===== src/rtl/apb_pkg.sv =====
// apb_pkg: shared types and default widths for the APB requester.
//   apb_state_t : requester FSM states
//   APB_ADDR_W  : default address width
//   APB_DATA_W  : default data width
package apb_pkg;

    localparam int unsigned APB_ADDR_W = 4;
    localparam int unsigned APB_DATA_W = 128;

    typedef enum logic [1:0] {
        IDLE   = 2'd0,
        SETUP  = 2'd1,
        ACCESS = 2'd2,
        RESP   = 2'd3
    } apb_state_t;

endpackage


===== src/rtl/apb_master_if.sv =====
// apb_master_if: command port, response port and APB bus of the requester.
//   modport master : the requester (drives cmd_ready, rsp_*, PSELx/PENABLE/PWRITE/PADDR/PWDATA)
//   modport slave  : sequencer + APB responder side (drives cmd_*, rsp_ready, PREADY/PSLVERR/PRDATA)
interface apb_master_if
    import apb_pkg::*;
#(
    parameter int unsigned ADDR_W = APB_ADDR_W,
    parameter int unsigned DATA_W = APB_DATA_W
) ();

    logic              cmd_valid;
    logic              cmd_ready;
    logic              cmd_write;
    logic [ADDR_W-1:0] cmd_addr;
    logic [DATA_W-1:0] cmd_wdata;

    logic              rsp_valid;
    logic              rsp_ready;
    logic [DATA_W-1:0] rsp_rdata;
    logic              rsp_error;

    logic              PSELx;
    logic              PENABLE;
    logic              PWRITE;
    logic [ADDR_W-1:0] PADDR;
    logic [DATA_W-1:0] PWDATA;
    logic              PREADY;
    logic              PSLVERR;
    logic [DATA_W-1:0] PRDATA;

    modport master (
        input  cmd_valid, cmd_write, cmd_addr, cmd_wdata, rsp_ready,
        input  PREADY, PSLVERR, PRDATA,
        output cmd_ready, rsp_valid, rsp_rdata, rsp_error,
        output PSELx, PENABLE, PWRITE, PADDR, PWDATA
    );

    modport slave (
        output cmd_valid, cmd_write, cmd_addr, cmd_wdata, rsp_ready,
        output PREADY, PSLVERR, PRDATA,
        input  cmd_ready, rsp_valid, rsp_rdata, rsp_error,
        input  PSELx, PENABLE, PWRITE, PADDR, PWDATA
    );

endinterface


===== src/rtl/apb_wait_timer.sv =====
// apb_wait_timer: counts ACCESS wait cycles (PREADY low) and flags the limit.
//   clk_i, rst_n_i : clock, async active-low reset
//   clr_i          : restart the count (new transfer accepted)
//   en_i           : count this cycle (ACCESS with PREADY low)
//   expired_o      : this enabled cycle brings the count to LIMIT
module apb_wait_timer #(
    parameter int unsigned LIMIT = 16
) (
    input  logic clk_i,
    input  logic rst_n_i,
    input  logic clr_i,
    input  logic en_i,
    output logic expired_o
);

    localparam int unsigned CW = $clog2(LIMIT + 1);

    logic [CW-1:0] cnt_q, cnt_d;

    always_comb begin
        cnt_d = cnt_q;
        if (clr_i) begin
            cnt_d = '0;
        end else if (en_i) begin
            cnt_d = cnt_q + CW'(1);
        end
    end

    // Fires on the cycle whose increment would make the count equal LIMIT,
    // so the transfer leaves ACCESS after exactly LIMIT low-PREADY cycles.
    assign expired_o = en_i && (cnt_q == CW'(LIMIT - 1));

    always_ff @(posedge clk_i or negedge rst_n_i) begin
        if (!rst_n_i) begin
            cnt_q <= '0;
        end else begin
            cnt_q <= cnt_d;
        end
    end

endmodule


===== src/rtl/apb_master.sv =====
// apb_master: APB requester. Takes one command per valid/ready handshake,
// runs the APB SETUP and ACCESS phases, and returns PRDATA/PSLVERR on a
// valid/ready response port.
//   PCLK, PRESETn : clock, async active-low reset
//   bus (master)  : command port, response port, APB bus
// Optional macro APB_TIMEOUT_EN: abort ACCESS with rsp_error=1 after
// timeout_cycles wait cycles (apb_wait_timer). Undefined: waits forever.
module apb_master
    import apb_pkg::*;
#(
    parameter int unsigned addr_width     = APB_ADDR_W,
    parameter int unsigned data_width     = APB_DATA_W,
    parameter int unsigned timeout_cycles = 16
) (
    input  logic          PCLK,
    input  logic          PRESETn,
    apb_master_if.master  bus
);

    localparam logic [1:0] ST_IDLE   = IDLE;
    localparam logic [1:0] ST_SETUP  = SETUP;
    localparam logic [1:0] ST_ACCESS = ACCESS;
    localparam logic [1:0] ST_RESP   = RESP;

    logic [1:0]            state_q, state_d;
    logic                  cmd_write_q, cmd_write_d;
    logic [addr_width-1:0] cmd_addr_q, cmd_addr_d;
    logic [data_width-1:0] cmd_wdata_q, cmd_wdata_d;
    logic                  rsp_valid_q, rsp_valid_d;
    logic [data_width-1:0] rsp_rdata_q, rsp_rdata_d;
    logic                  rsp_error_q, rsp_error_d;

    logic cmd_ready;
    logic accept;
    logic tmo_expired;

    assign cmd_ready = (state_q == ST_IDLE) || ((state_q == ST_RESP) && bus.rsp_ready);
    assign accept    = bus.cmd_valid && cmd_ready;

`ifdef APB_TIMEOUT_EN
    apb_wait_timer #(
        .LIMIT (timeout_cycles)
    ) u_wait_timer (
        .clk_i     (PCLK),
        .rst_n_i   (PRESETn),
        .clr_i     (accept),
        .en_i      ((state_q == ST_ACCESS) && !bus.PREADY),
        .expired_o (tmo_expired)
    );
`else
    assign tmo_expired = 1'b0;
    logic unused_timeout_cycles;
    assign unused_timeout_cycles = (timeout_cycles == 0);
`endif

    always_comb begin
        state_d     = state_q;
        cmd_write_d = cmd_write_q;
        cmd_addr_d  = cmd_addr_q;
        cmd_wdata_d = cmd_wdata_q;
        rsp_valid_d = rsp_valid_q;
        rsp_rdata_d = rsp_rdata_q;
        rsp_error_d = rsp_error_q;

        case (state_q)
            ST_IDLE: begin
            end
            ST_SETUP: begin
                state_d = ST_ACCESS;
            end
            ST_ACCESS: begin
                // PREADY takes priority over a timeout landing on the same cycle.
                if (bus.PREADY) begin
                    rsp_valid_d = 1'b1;
                    rsp_error_d = bus.PSLVERR;
                    rsp_rdata_d = cmd_write_q ? '0 : bus.PRDATA;
                    state_d     = ST_RESP;
                end else if (tmo_expired) begin
                    rsp_valid_d = 1'b1;
                    rsp_error_d = 1'b1;
                    rsp_rdata_d = '0;
                    state_d     = ST_RESP;
                end
            end
            ST_RESP: begin
                if (bus.rsp_ready) begin
                    rsp_valid_d = 1'b0;
                    state_d     = ST_IDLE;
                end
            end
            default: begin
                state_d = ST_IDLE;
            end
        endcase

        // A new command may be taken in IDLE or in the cycle the response is consumed.
        if (accept) begin
            state_d     = ST_SETUP;
            cmd_write_d = bus.cmd_write;
            cmd_addr_d  = bus.cmd_addr;
            cmd_wdata_d = bus.cmd_wdata;
        end
    end

    always_ff @(posedge PCLK or negedge PRESETn) begin
        if (!PRESETn) begin
            state_q     <= ST_IDLE;
            cmd_write_q <= 1'b0;
            cmd_addr_q  <= '0;
            cmd_wdata_q <= '0;
            rsp_valid_q <= 1'b0;
            rsp_rdata_q <= '0;
            rsp_error_q <= 1'b0;
        end else begin
            state_q     <= state_d;
            cmd_write_q <= cmd_write_d;
            cmd_addr_q  <= cmd_addr_d;
            cmd_wdata_q <= cmd_wdata_d;
            rsp_valid_q <= rsp_valid_d;
            rsp_rdata_q <= rsp_rdata_d;
            rsp_error_q <= rsp_error_d;
        end
    end

    // APB outputs come only from registered state, never from inputs.
    assign bus.PSELx     = (state_q == ST_SETUP) || (state_q == ST_ACCESS);
    assign bus.PENABLE   = (state_q == ST_ACCESS);
    assign bus.PWRITE    = cmd_write_q;
    assign bus.PADDR     = cmd_addr_q;
    assign bus.PWDATA    = cmd_wdata_q;
    assign bus.cmd_ready = cmd_ready;
    assign bus.rsp_valid = rsp_valid_q;
    assign bus.rsp_rdata = rsp_rdata_q;
    assign bus.rsp_error = rsp_error_q;

endmodule


===== src/flat_wrapper.sv =====
// flat-port wrapper written by rule: the top's interface ports become plain ports
module apb_master_flat import apb_pkg::*;
#(
    parameter int unsigned addr_width     = APB_ADDR_W,
    parameter int unsigned data_width     = APB_DATA_W,
    parameter int unsigned timeout_cycles = 16
)
  (PCLK, PRESETn, bus_cmd_valid, bus_cmd_write, bus_cmd_addr, bus_cmd_wdata, bus_rsp_ready, bus_PREADY, bus_PSLVERR, bus_PRDATA, bus_cmd_ready, bus_rsp_valid, bus_rsp_rdata, bus_rsp_error, bus_PSELx, bus_PENABLE, bus_PWRITE, bus_PADDR, bus_PWDATA);
  apb_master_if bus_i ();
  input  logic PCLK;
  input  logic PRESETn;
  input wire logic [$bits(bus_i.cmd_valid)-1:0] bus_cmd_valid;
  input wire logic [$bits(bus_i.cmd_write)-1:0] bus_cmd_write;
  input wire logic [$bits(bus_i.cmd_addr)-1:0] bus_cmd_addr;
  input wire logic [$bits(bus_i.cmd_wdata)-1:0] bus_cmd_wdata;
  input wire logic [$bits(bus_i.rsp_ready)-1:0] bus_rsp_ready;
  input wire logic [$bits(bus_i.PREADY)-1:0] bus_PREADY;
  input wire logic [$bits(bus_i.PSLVERR)-1:0] bus_PSLVERR;
  input wire logic [$bits(bus_i.PRDATA)-1:0] bus_PRDATA;
  output wire logic [$bits(bus_i.cmd_ready)-1:0] bus_cmd_ready;
  output wire logic [$bits(bus_i.rsp_valid)-1:0] bus_rsp_valid;
  output wire logic [$bits(bus_i.rsp_rdata)-1:0] bus_rsp_rdata;
  output wire logic [$bits(bus_i.rsp_error)-1:0] bus_rsp_error;
  output wire logic [$bits(bus_i.PSELx)-1:0] bus_PSELx;
  output wire logic [$bits(bus_i.PENABLE)-1:0] bus_PENABLE;
  output wire logic [$bits(bus_i.PWRITE)-1:0] bus_PWRITE;
  output wire logic [$bits(bus_i.PADDR)-1:0] bus_PADDR;
  output wire logic [$bits(bus_i.PWDATA)-1:0] bus_PWDATA;
  assign bus_i.cmd_valid = bus_cmd_valid;
  assign bus_i.cmd_write = bus_cmd_write;
  assign bus_i.cmd_addr = bus_cmd_addr;
  assign bus_i.cmd_wdata = bus_cmd_wdata;
  assign bus_i.rsp_ready = bus_rsp_ready;
  assign bus_i.PREADY = bus_PREADY;
  assign bus_i.PSLVERR = bus_PSLVERR;
  assign bus_i.PRDATA = bus_PRDATA;
  assign bus_cmd_ready = bus_i.cmd_ready;
  assign bus_rsp_valid = bus_i.rsp_valid;
  assign bus_rsp_rdata = bus_i.rsp_rdata;
  assign bus_rsp_error = bus_i.rsp_error;
  assign bus_PSELx = bus_i.PSELx;
  assign bus_PENABLE = bus_i.PENABLE;
  assign bus_PWRITE = bus_i.PWRITE;
  assign bus_PADDR = bus_i.PADDR;
  assign bus_PWDATA = bus_i.PWDATA;
  apb_master #(.addr_width(addr_width), .data_width(data_width), .timeout_cycles(timeout_cycles)) u_core (.PCLK(PCLK), .PRESETn(PRESETn), .bus(bus_i));
endmodule

===== config.mk =====
export PLATFORM = sky130hd
export DESIGN_NAME = apb_master_flat
export DESIGN_NICKNAME = d
export VERILOG_FILES = /design/src/rtl/apb_pkg.sv /design/src/rtl/apb_master_if.sv /design/src/rtl/apb_wait_timer.sv /design/src/rtl/apb_master.sv /design/src/flat_wrapper.sv
export SDC_FILE = /design/constraint.sdc
export NUM_CORES = 1
export LEC_CHECK = 0
export CAP_MARGIN = 20
export CORE_AREA = 5 5 205 207
export CTS_BUF_LIST = sky130_fd_sc_hd__clkbuf_16
export CTS_CLUSTER_SIZE = 40
export DETAILED_ROUTE_END_ITERATION = 8
export DIE_AREA = 0 0 210 212
export PLACE_DENSITY_LB_ADDON = 0.1
export SYNTH_ARGS = -nofsm -noshare
export SYNTH_HDL_FRONTEND = slang
export SYNTH_HIERARCHICAL = 1
export SYNTH_SLANG_ARGS = --single-unit

===== constraint.sdc =====
create_clock -name PCLK -period 2.32 [get_ports PCLK]
set_input_delay 0.696 -clock PCLK [delete_from_list [all_inputs] [get_ports PCLK]]
set_output_delay 0.696 -clock PCLK [all_outputs]
set_load 0.05 [all_outputs]

# Word-level counts from Yosys, hierarchy flattened
# Index checks and enable logic that the tools add are counted.
# word_totals
input_bits,267
rom_bits,0
word_cells,32
latchBits,0
n_memories,0
register_bits,265
output_inout_bits,266
ramBits,0
# classes
n_bitwise,0
shift,0
n_eq_ne,7
n_lt_le_gt_ge,0
n_reduce_logical,10
n_mul,0
addsub,0
div_mod_pow,0
mux,8
# op_table
op,n
$mux 128,1
$mux 2,3
$ne 3x2->1 const B,2
$pmux 2 s3,1
$reduce_and 3->1,2
$eq 2x2->1 const B,2
$ne 2x2->1 const B,2
$reduce_bool 4->1,1
$eq 2x1->1 const B,1
$logic_and 1x1->1,2
$logic_not 2->1,1
$logic_or 1x1->1,2
$mux 1,2
$pmux 1 s2,1
$reduce_and 2->1,1
$reduce_bool 2->1,1

# Logic depth before layout (Yosys ltp)
# depth
ltp_word,6
depth_mapped,8
mapped_depth_nobuf,5

# Least setup slack after synthesis
# OpenSTA, ideal clock, no wires.
# synth_path
path_kind,input to register
startpoint,input port bus_rsp_ready
endpoint,"register u_core.cmd_wdata_q[57], in the netlist u_core/bus.PWDATA[57]"
setup_time_ns,0.125
arrival_ns,2.008
path_buffers,3
slack_ns,0.187
required_ns,2.195
cell_stages,6
path_cell_list,a21o_1 -> and2_4 -> buf_6 -> buf_6 -> buf_6 -> mux2_4
# synth_via
elab_chain_cells,3
# synth_rtl
item,line_no,rtl
from (decl),flat_wrapper.sv:16,input wire logic [$bits(bus_i.rsp_ready)-1:0] bus_rsp_ready;
$logic_and 1x1->1,apb_master.sv:37,assign cmd_ready = (state_q == ST_IDLE) || ((state_q == ST_RESP) && bus.rsp_ready);
$logic_or 1x1->1,apb_master.sv:37,
$logic_and 1x1->1,apb_master.sv:38,assign accept = bus.cmd_valid && cmd_ready;
to (signal assigned),apb_master.sv:118,cmd_wdata_q <= cmd_wdata_d;
to (decl),apb_master.sv:28,"logic [data_width-1:0] cmd_wdata_q, cmd_wdata_d;"
# No other way between the ends.
# A chain may end at the register's enable or synchronous reset.

# Worst setup path after layout
# layout_path
startpoint,register u_core.state_q[0]
endpoint,output port bus_cmd_ready
# layout_via
elab_chain_cells,3
elab_cells_between_ends,4
cone_classes,1 x eq/ne; 3 x reduce/logical
# layout_rtl
item,line_no,rtl
from (decl),apb_master.sv:25,"logic [1:0] state_q, state_d;"
from (signal assigned),apb_master.sv:115,state_q <= state_d;
$eq 2x2->1,apb_master.sv:37,
$logic_and 1x1->1,apb_master.sv:37,
$logic_or 1x1->1 *,apb_master.sv:37,
to (decl),flat_wrapper.sv:20,output wire logic [$bits(bus_i.cmd_ready)-1:0] bus_cmd_ready;
# Mark *: on every way between the ends. The rest lies on a longest branch, timed or not.

==> flow_metrics.tcl <==
set metrics [dict create \
    grt_pass1_wl_mm 56.9 \
    required_ns 1.62 \
    synth_area_leaders "dfrtp_1 62%, mux2_2 9.0%, nand2b_1 7.5%" \
    fin_area_um2 17500 \
    hold_viol 0 \
    grt_pass1_vias 8594 \
    antenna_found_initial 8 \
    wl_mm 38.8 \
    rsz0062_at_grt "no" \
    irDropWorstVdd_uv 760 \
    netlist_area_um2 10700 \
    min_path_type "in2async" \
    die_area_um2 44500 \
    timing.final.ws_setup_ns 0.0595 \
    max_slew.worst_pin.slew_ns 0.576 \
    finalCritPeriodShare 0.974 \
    grt_usage 0.168 \
    critPathMaxFanout 5 \
    synth-seq-cells 265 \
    drc 0 \
    cellPowerDensity_nw_per_um2 1710 \
    wl_per_cell_um 19.7 \
    p_leak_nw 8.07 \
    grt_overflow_total 0 \
    clkTransAtPathRegs_ns 0.06 \
    clock-root-buffer "clkbuf_16" \
    crit_type "reg2out" \
    dp.cells 1902 \
    ant_nets 0 \
    synth-edff-count 0 \
    yosysTopAreaCellShare 0.619 \
    area_growth_pct 63.2 \
    insertion_delay_ns 0.53 \
    detail_route.first_pass.iterations 4 \
    num-nets-final 1678 \
    io_buffers 532 \
    regArea_um2 6640 \
    start_util 0.267 \
    final_max_slew_viol_count 0 \
    yosysTopAreaCell "dfrtp_1" \
    min_period_ns 2.26 \
    io_pins 533 \
    syn_inst 863 \
    critPathLaunchType "flip-flop" \
    grt_max_degree 61 \
    synthArstFlopShare 1.00 \
    multi_input_area_um2 3810 \
    status "finished clean" \
    end_kind "output pin" \
    drtIter0Drc 261 \
    ys_warn_count 6 \
    clock-skew-final_ns 0.0131 \
    fillers 3972 \
    dp_slack_ns -0.103 \
    synth.most_common_cell "dfrtp_1" \
    core_um2 40200 \
    cts_buffers 34 \
    viasPerCell 4.18 \
    final_layout_size_suffix_gt1_frac 0.228 \
    cts_hold_buffers 0 \
    yosysSeqAreaShare 0.619 \
    cts_tree "yes" \
    placed_area_um2 16600 \
    synth_area_per_cell_um2 12.4 \
    synth-main-ff-cell "dfrtp_1" \
    vias 8216 \
    htree_levels 2 \
    clock_path_buffers 3 \
    rows 74 \
    max_freq_mhz 442 \
    stdcell_count 1964 \
    fp.dieH_um 212 \
    cap_violations 0 \
    synth_fp_nets 1135 \
    slew_headroom 0.617 \
    clock-sinks 265 \
    gp_congestion 0.800 \
    yosys-top-cells-count "265 x dfrtp_1, 130 x nand2_1, 129 x nand2b_1, 128 x o21ai_0, 86 x mux2_2" \
    ys_types 23 \
    finalSetupViolCount 0 \
    critPathArrivalTime_ns 1.56 \
    die_x_um 210 \
    hpwlAfterDp_mm 29.9 \
]
==> through the flow <==
stage / hold WS [ns] / TNS, ns / utilization / power [mW]
CTS: 0.0902 / -0.118 / 0.435 / 30.4
global placement: 0.460 / -6.70 / 0.414 / 26.2
detailed placement: 0.470 / -7.56 / 0.414 / 26.3
floorplan: 0.400 / 0 / - / 19.6
global route: 0.109 / 0 / 0.435 / 31.4
finish: 0.0977 / 0 / 0.435 / 29.9
==> flip-flops by register name, summed over array words and instances, names as in the netlist <==
name / count
u_core/bus.PADDR: 4
u_core/bus.PWDATA: 128
u_core/bus.PWRITE: 1
u_core/bus.rsp_error: 1
u_core/bus.rsp_rdata: 128
u_core/bus.rsp_valid: 1
u_core/state_q: 2
==> kinds of logic after synthesis <==
kind of cell,count (synthesis),synth area share
simple gates,265,0.124
flops,265,0.619
compound gates,135,0.0646
mux,134,0.158
buf+inv,59,0.0283
fa+ha+maj,5,0.00584
==> final timing paths <==
kind / startpoint / end / slack (ns) / depth (start not counted)
max: u_core/state_q[0]$_DFFE_PN0P_ / bus_cmd_ready / 0.06 / 4
min: PRESETn / u_core/bus.PWDATA[57]$_DFFE_PN0P_ / 0.1 / 1
min in group PCLK: u_core/bus.rsp_rdata[28]$_DFFE_PN0P_ / u_core/bus.rsp_rdata[28]$_DFFE_PN0P_ / 0.47 / 2
max reg2reg: u_core/state_q[0]$_DFFE_PN0P_ / u_core/bus.PWDATA[124]$_DFFE_PN0P_ / 0.43 / 6
max in group asynchronous: PRESETn / u_core/bus.PWDATA[61]$_DFFE_PN0P_ / 1.57 / 2
min reg2reg: u_core/bus.rsp_rdata[28]$_DFFE_PN0P_ / u_core/bus.rsp_rdata[28]$_DFFE_PN0P_ / 0.47 / 2
==> critical path, cell delays in order (launching register included) <==
cell and delay, ns:
dfrtp_2 0.43, inv_2 0.06, ha_2 0.20, a21o_4 0.21, buf_12 0.15
==> layer usage <==
metal	global-route usage	routed length [µm]	vias to the layer above	share of wire
met4	0.0592	963	8	0.025
met3	0.0766	3990	62	0.10
met5	0	48	-	0.0012
met1	0.193	15000	3859	0.39
li1	-	-	3958	-
met2	0.281	18800	329	0.49
==> cell usage in the layout (no fill, tap or decap), drive strengths merged, types with 2 or more instances in the layout <==
| cell | n |
|---|---|
| o21ai | 128 |
| dfrtp | 265 |
| a21oi | 2 |
| ha | 5 |
| clkinv | 15 |
| clkbuf | 35 |
| diode | 4 |
| buf | 136 |
| nand2b | 129 |
| nor2b | 2 |
| inv | 9 |
| clkdlybuf4s50 | 265 |
| nand2 | 130 |
| dlygate4sd2 | 163 |
| mux2 | 134 |
==> what timing repair did <==
| action | 4_1_cts | 5_1_grt |
|---|---|---|
| setup buffers | 1 | 0 |
| resized for setup | 167 | 5 |
| setup endpoints to repair | 165 | 1 |
==> area by class of cell <==
type,count,area share
Antenna cell,4,0.000573
Clock buffer,35,0.0501
Clock inverter,23,0.00766
Inverter,2,0.000429
Multi-Input combinational cell,539,0.218
Sequential cell,265,0.380
Tap cell,532,0.0381
Timing Repair Buffer,564,0.306
==> power breakdown <==
| part | total, mW | internal [mW] | leakage, nW | switching [mW] |
|---|---|---|---|---|
| Sequential | 7.97 | 6.83 | 3.24 | 1.14 |
| Clock | 4.85 | 2.83 | 0.522 | 2.02 |
| Combinational | 17.1 | 5.56 | 4.31 | 11.5 |
| Total | 29.9 | 15.2 | 8.07 | 14.7 |
Power figures use the tool's default switching activity.
